[src/rtl/id_ex_issue.sv]
// ID->EX issue stage: single-entry pipeline register between decode and
// execute with load-use hazard detection. A load sitting in the output
// register, or still in flight in the pending-load shift register, stalls a
// dependent consumer until its result can be forwarded. The hazard and
// in_ready outputs are intentionally combinational; all payload is registered.
module id_ex_issue #(
  parameter int XLEN     = 64,
  parameter int LOAD_LAT = 1,
  parameter int CTRL_W   = 12
) (
  input  logic              clk,
  input  logic              rst,
  // upstream (ID) handshake and payload
  input  logic              in_valid,
  output logic              in_ready,
  input  logic [XLEN-1:0]   in_pc,
  input  logic [XLEN-1:0]   in_rs1,
  input  logic [XLEN-1:0]   in_rs2,
  input  logic [XLEN-1:0]   in_imm,
  input  logic [CTRL_W-1:0] in_ctrl,
  input  logic [4:0]        in_rs1_idx,
  input  logic [4:0]        in_rs2_idx,
  input  logic [4:0]        in_rd,
  input  logic              in_wben,
  input  logic              in_is_load,
  // kill from branch/jump resolution in EX
  input  logic              flush,
  // downstream (EX) handshake and registered payload
  output logic              out_valid,
  input  logic              out_ready,
  output logic [XLEN-1:0]   out_pc,
  output logic [XLEN-1:0]   out_rs1,
  output logic [XLEN-1:0]   out_rs2,
  output logic [XLEN-1:0]   out_imm,
  output logic [CTRL_W-1:0] out_ctrl,
  output logic [4:0]        out_rd,
  output logic              out_wben,
  output logic              out_is_load,
  // hazard status
  output logic              hazard,
  output logic [31:0]       stall_cnt
);

  // True when a producer writing rd feeds either source index of the
  // incoming instruction. Register 0 is never a real dependency.
  function automatic logic src_match(input logic [4:0] rd,
                                     input logic [4:0] rs1_idx,
                                     input logic [4:0] rs2_idx);
    return (rd != 5'd0) && ((rd == rs1_idx) || (rd == rs2_idx));
  endfunction

  // output pipeline register state
  logic              out_valid_r;
  logic [XLEN-1:0]   out_pc_r;
  logic [XLEN-1:0]   out_rs1_r;
  logic [XLEN-1:0]   out_rs2_r;
  logic [XLEN-1:0]   out_imm_r;
  logic [CTRL_W-1:0] out_ctrl_r;
  logic [4:0]        out_rd_r;
  logic              out_wben_r;
  logic              out_is_load_r;
  logic [31:0]       stall_cnt_r;

  // combinational control
  logic load_en_s;
  logic out_hit_s;
  logic pend_hit_s;
  logic hazard_s;
  logic in_ready_s;
  logic accept_s;
  logic head_v_s;

  assign out_valid   = out_valid_r;
  assign out_pc      = out_pc_r;
  assign out_rs1     = out_rs1_r;
  assign out_rs2     = out_rs2_r;
  assign out_imm     = out_imm_r;
  assign out_ctrl    = out_ctrl_r;
  assign out_rd      = out_rd_r;
  assign out_wben    = out_wben_r;
  assign out_is_load = out_is_load_r;
  assign stall_cnt   = stall_cnt_r;
  assign hazard      = hazard_s;
  assign in_ready    = in_ready_s;

  // Handshake and hazard decode; flush and reset both mask the stall so a
  // killed or discarded consumer never counts as stalled.
  always_comb begin
    load_en_s  = out_ready | ~out_valid_r;
    out_hit_s  = out_valid_r & out_is_load_r & out_wben_r &
                 src_match(out_rd_r, in_rs1_idx, in_rs2_idx);
    hazard_s   = ~rst & in_valid & ~flush & (out_hit_s | pend_hit_s);
    in_ready_s = ~rst & load_en_s & ~hazard_s & ~flush;
    accept_s   = in_valid & in_ready_s;
    // a flushed load never reaches writeback, so it must not enter pend
    head_v_s   = out_valid_r & out_is_load_r & out_wben_r &
                 (out_rd_r != 5'd0) & ~flush;
  end

  // Output register: capture on transfer, bubble when draining with no
  // input, hold under backpressure; flush empties it unconditionally.
  always_ff @(posedge clk) begin
    if (rst) begin
      out_valid_r   <= 1'b0;
      out_pc_r      <= '0;
      out_rs1_r     <= '0;
      out_rs2_r     <= '0;
      out_imm_r     <= '0;
      out_ctrl_r    <= '0;
      out_rd_r      <= 5'd0;
      out_wben_r    <= 1'b0;
      out_is_load_r <= 1'b0;
    end else if (flush) begin
      out_valid_r <= 1'b0;
    end else if (load_en_s) begin
      out_valid_r <= accept_s;
      if (accept_s) begin
        out_pc_r      <= in_pc;
        out_rs1_r     <= in_rs1;
        out_rs2_r     <= in_rs2;
        out_imm_r     <= in_imm;
        out_ctrl_r    <= in_ctrl;
        out_rd_r      <= in_rd;
        out_wben_r    <= in_wben;
        out_is_load_r <= in_is_load;
      end
    end
  end

  // Stall cycle counter, saturating so long-running stats never wrap.
  always_ff @(posedge clk) begin
    if (rst) begin
      stall_cnt_r <= 32'd0;
    end else if (hazard_s && (stall_cnt_r != 32'hFFFF_FFFF)) begin
      stall_cnt_r <= stall_cnt_r + 32'd1;
    end
  end

  generate
    if (LOAD_LAT > 1) begin : g_pend
      // Loads that have left the output register but whose data is not yet
      // forwardable; the shift advances only when EX advances.
      logic [LOAD_LAT-2:0] pend_v_r;
      logic [4:0]          pend_rd_r [LOAD_LAT-1];

      // Pending-load shift register, advanced in lockstep with EX.
      always_ff @(posedge clk) begin
        if (rst) begin
          pend_v_r <= '0;
          for (int i = 0; i < LOAD_LAT - 1; i++) begin
            pend_rd_r[i] <= 5'd0;
          end
        end else if (out_ready) begin
          pend_v_r[0]  <= head_v_s;
          pend_rd_r[0] <= out_rd_r;
          for (int i = 1; i < LOAD_LAT - 1; i++) begin
            pend_v_r[i]  <= pend_v_r[i-1];
            pend_rd_r[i] <= pend_rd_r[i-1];
          end
        end
      end

      // Any in-flight load targeting a source register is a hazard.
      always_comb begin
        pend_hit_s = 1'b0;
        for (int i = 0; i < LOAD_LAT - 1; i++) begin
          if (pend_v_r[i] && src_match(pend_rd_r[i], in_rs1_idx, in_rs2_idx)) begin
            pend_hit_s = 1'b1;
          end else begin
            pend_hit_s = pend_hit_s;
          end
        end
      end
    end else begin : g_nopend
      assign pend_hit_s = 1'b0;
    end
  endgenerate

endmodule

[config.mk]
export PLATFORM = sky130hd
export DESIGN_NAME = id_ex_issue
export DESIGN_NICKNAME = d
export VERILOG_FILES = /design/src/rtl/id_ex_issue.sv
export SDC_FILE = /design/constraint.sdc
export NUM_CORES = 1
export LEC_CHECK = 0
export ABC_CLOCK_PERIOD_IN_PS = 2900
export CORE_AREA = 2 2 233 235
export DETAILED_ROUTE_END_ITERATION = 16
export DIE_AREA = 0 0 235 237
export GPL_TIMING_DRIVEN = 0
export HOLD_SLACK_MARGIN = 0.1
export SLEW_MARGIN = 5
export SYNTH_ARGS = -nofsm -noshare
export SYNTH_HDL_FRONTEND = slang
export SYNTH_SLANG_ARGS = --single-unit
[constraint.sdc]
create_clock -name clk -period 2.9 [get_ports clk]
set_input_delay 0.87 -clock clk [delete_from_list [all_inputs] [get_ports clk]]
set_output_delay 0.87 -clock clk [all_outputs]
set_load 0.05 [all_outputs]
==> impl_metrics.csv <==
group,metric,value,unit
floorplanning,die_area,55700,um^2
clock_network,cts_max_level,2,
placed_design,dp_cells,2413,
power_and_ir_drop,power.total,11000,uW
sta,fmax,338,MHz
grt,overflow,0,
synth,synth_edf_count,0,
placed_design,placed_area,18500,um^2
finish,drive_gt1_share,6.98,%
worst_setup_path,r2r-start,"out_rd[0]",
finish,layout.cells.non_filler,2487,
clock_network,cts_buffers,39,
routing,wl_per_cell,17.6,um
sta,drv_slew,0,
placed_design,dp_hpwl,34.1,mm
finish,fin_nets,2053,
sta,skew,0.0252,ns
floorplanning,num_rows,85,
worst_setup_path,worst-r2r-setup-slack,0.26,ns
power_and_ir_drop,p_int,8150,uW
placed_design,gp_congestion,0.833,
worst_setup_path,end_kind,"primary output",
routing,vias,10500,
sta,rsz0062_at_grt,"yes",
sta,hold_viol_final,0,
power_and_ir_drop,peakVddDrop,433,uV
power_and_ir_drop,seqPwrFrac,40.4,%
grt,track_usage,15.0,%
worst_setup_path,path_class,"input pin to primary output",
floorplanning,ioPinCount,600,
power_and_ir_drop,swShare,25.8,%
finish,final_area,19900,um^2
synth,synth_nets,1410,
floorplanning,core-area,53300,um^2
clock_network,clockBufferDepth,3,
power_and_ir_drop,p_sw,2840,uW
routing,drc_errors,0,
sta,finalSetupViolCount,2,
sta,whs,0.489,ns
routing,antenna_violating_nets_post_route,0,
clock_network,clock-root-buffer,"clkbuf_16",
clock_network,clkTransAtPathRegs,0.05,ns
clock_network,clk_latency,0.55,ns
power_and_ir_drop,p_clk_share,44.8,%
sta,max_slew_margin,46.1,%
worst_setup_path,critPathLaunch,"in_valid",
synth,yosysUniqueCellTypes,39,
synth,syn-instance-count,1119,
routing,drtPass1Iterations,6,
worst_setup_path,worstPathArrival,2.09,ns
job,maxCapViolations,0,
synth,syn_area,11600,um^2
finish,n_fill_cell,5317,
sta,layout_min_cycle_time,2.96,ns
worst_setup_path,r2r_end,"out_pc[17]",
worst_setup_path,crit_path_end,"in_ready",
routing,viasPerCell,4.22,
worst_setup_path,slowest_delay,0.48,ns
grt,grt_pass1_wl,64.6,mm
finish,layout_common_cells,"588 x clkdlybuf4s50_1, 304 x dfxtp_1, 292 x nor2_1",
routing,postRouteWirelength,43.8,mm
hold_path,hp-start,"out_pc[23]",
worst_setup_path,cp_max_fo,2,
floorplanning,die_h,237,um
sta,final.setup.worst_slack,-0.0614,ns
power_and_ir_drop,leakage,0.00705,uW
routing,drtIter0Drc,354,
worst_setup_path,cpMaxStageDelayCell,"clkdlybuf4s50_1",
synth,syn_avg_cell_area,10.4,um^2
grt,antenna_found_initial,4,
outcome,failed_checks,"setup timing",
finish,final_common_cell,"clkdlybuf4s50_1",
synth,yosysSeqAreaShare,52.9,%
worst_setup_path,worstRegToRegCells,9,
clock_network,ctsHoldBuffers,0,
clock_network,clock-sinks,308,
sta,period_share,102,%
power_and_ir_drop,p_per_area,552,nW/um^2
clock_network,cts_tree,"yes",
floorplanning,start_util,21.9,%
power_and_ir_drop,power_frac_comb,14.8,%
outcome,status,"finished with violations",
worst_setup_path,path_cells,"clkdlybuf4s50_1 -> and4_1 -> o211a_4 -> and2_4 -> nor2_4 -> buf_8",
finish,synthToLayoutAreaGrowth,71.0,%
synth,ys_ff_latch,308,
sta,tightest_slew,0.809,ns
worst_setup_path,cp-start-kind,"input pin",
synth,yosys_warnings,0,
placed_design,dpl_worst_slack,-1.24,ns
floorplanning,die_w,235,um
grt,grt_pass1_vias,10500,
grt,grt_max_degree,13,
synth,synth_ff_type,"dfxtp_1",
placed_design,port_buffers,598,
synth,ys_async_sr_fraction,0,%
hold_path,worstHoldPathType,"flip-flop to flip-flop",
worst_setup_path,crit_required,2.03,ns
-- registers in the layout (all words and copies together), names as in the netlist --
name,flops
out_valid,1
out_imm,64
out_rs2,64
out_ctrl,12
out_pc,64
out_wben,1
out_rd,5
out_is_load,1
stall_cnt,32
out_rs1,64
-- layer usage --
metal | track usage, % | up-vias | wire length [um]
met5 | 0 | - | 38
met4 | 5.33 | 6 | 1330
met3 | 5.47 | 88 | 3880
met2 | 26.3 | 441 | 21900
met1 | 16.6 | 4866 | 16700
li1 | - | 5103 | -
-- layout make-up --
class | count | area (um^2) | share of cell area, %
diodes | 1 | 2.50 | 0.0126
well taps | 696 | 871 | 4.37
repair buffers | 603 | 6020 | 30.2
inverters | 7 | 26.3 | 0.132
flip-flops and latches | 308 | 6180 | 31.0
clock buffers | 59 | 1160 | 5.83
multi-input cells | 731 | 4950 | 24.9
plain buffers | 72 | 554 | 2.78
clock inverters | 10 | 156 | 0.785
-- per-stage QoR --
| stage | TNS [ns] | util (%) |
|---|---|---|
| 3_3_place_gp | -107.00 | 34.7 |
| 5_1_grt | -0.229 | 37.4 |
| 2_1_floorplan | 0 | - |
| 4_1_cts | -0.166 | 37.3 |
| 6_report | -0.0979 | 37.4 |
| 3_5_place_dp | -119.67 | 34.7 |
-- logic make-up after synthesis --
kind of cell	synth area share, %
xor gates and xnor gates	0.978
adders and majority gates	0.107
DFF	52.9
muxes	24.3
AOI/OAI and AO/OA	2.54
and+or+nand+nor	14.1
buffers and inverters	5.01
-- power by group through the flow --
stage	Combinational [uW]	Clock, uW	Sequential [uW]
floorplan	388	0	4970
global placement	1620	0	4520
detailed placement	1630	0	4530
CTS	1640	5100	4440
global route	1710	5250	4450
finish	1630	4930	4440
-- worst min path at each step --
stage / to / cells past startpoint
after floorplan: stall_cnt[15] / 2
final: out_pc[23] / 2
after global routing: out_imm[35] / 2
after CTS: stall_cnt[31] / 1
after detailed placement: stall_cnt[31] / 1
after global placement: out_pc[43] / 2
-- synthesized netlist by cell type (all sizes together) (8+ instances only) --
cell type	number	area [um^2]
or4	12	90.1
o31ai	8	60.1
nor2b	8	50.1
mux2i	276	2760
dfxtp	308	6170
nand4	12	75.1
nand2	15	56.3
buf	35	414
nand3	18	90.1
or3	12	75.1
a21oi	19	95.1
nor2	293	1100
xnor2	11	96.3
o21ai	14	70.1
clkbuf	38	143
-- worst max-delay path, delay by kind of cell --
family | cells | cell delay [ns]
buffers and inverters | 2 | 0.63
AND/OR/NAND/NOR | 3 | 0.43
AO/OA/AOI/OAI | 1 | 0.17
-- repair_timing --
| action | 4_1_cts | 5_1_grt |
|---|---|---|
| buffers inserted | 4 | 1 |
| pin swaps | 12 | 6 |
| setup endpoints to repair | 7 | 49 |
| resized for setup | 34 | 6 |
Power figures use the tool's default switching activity.
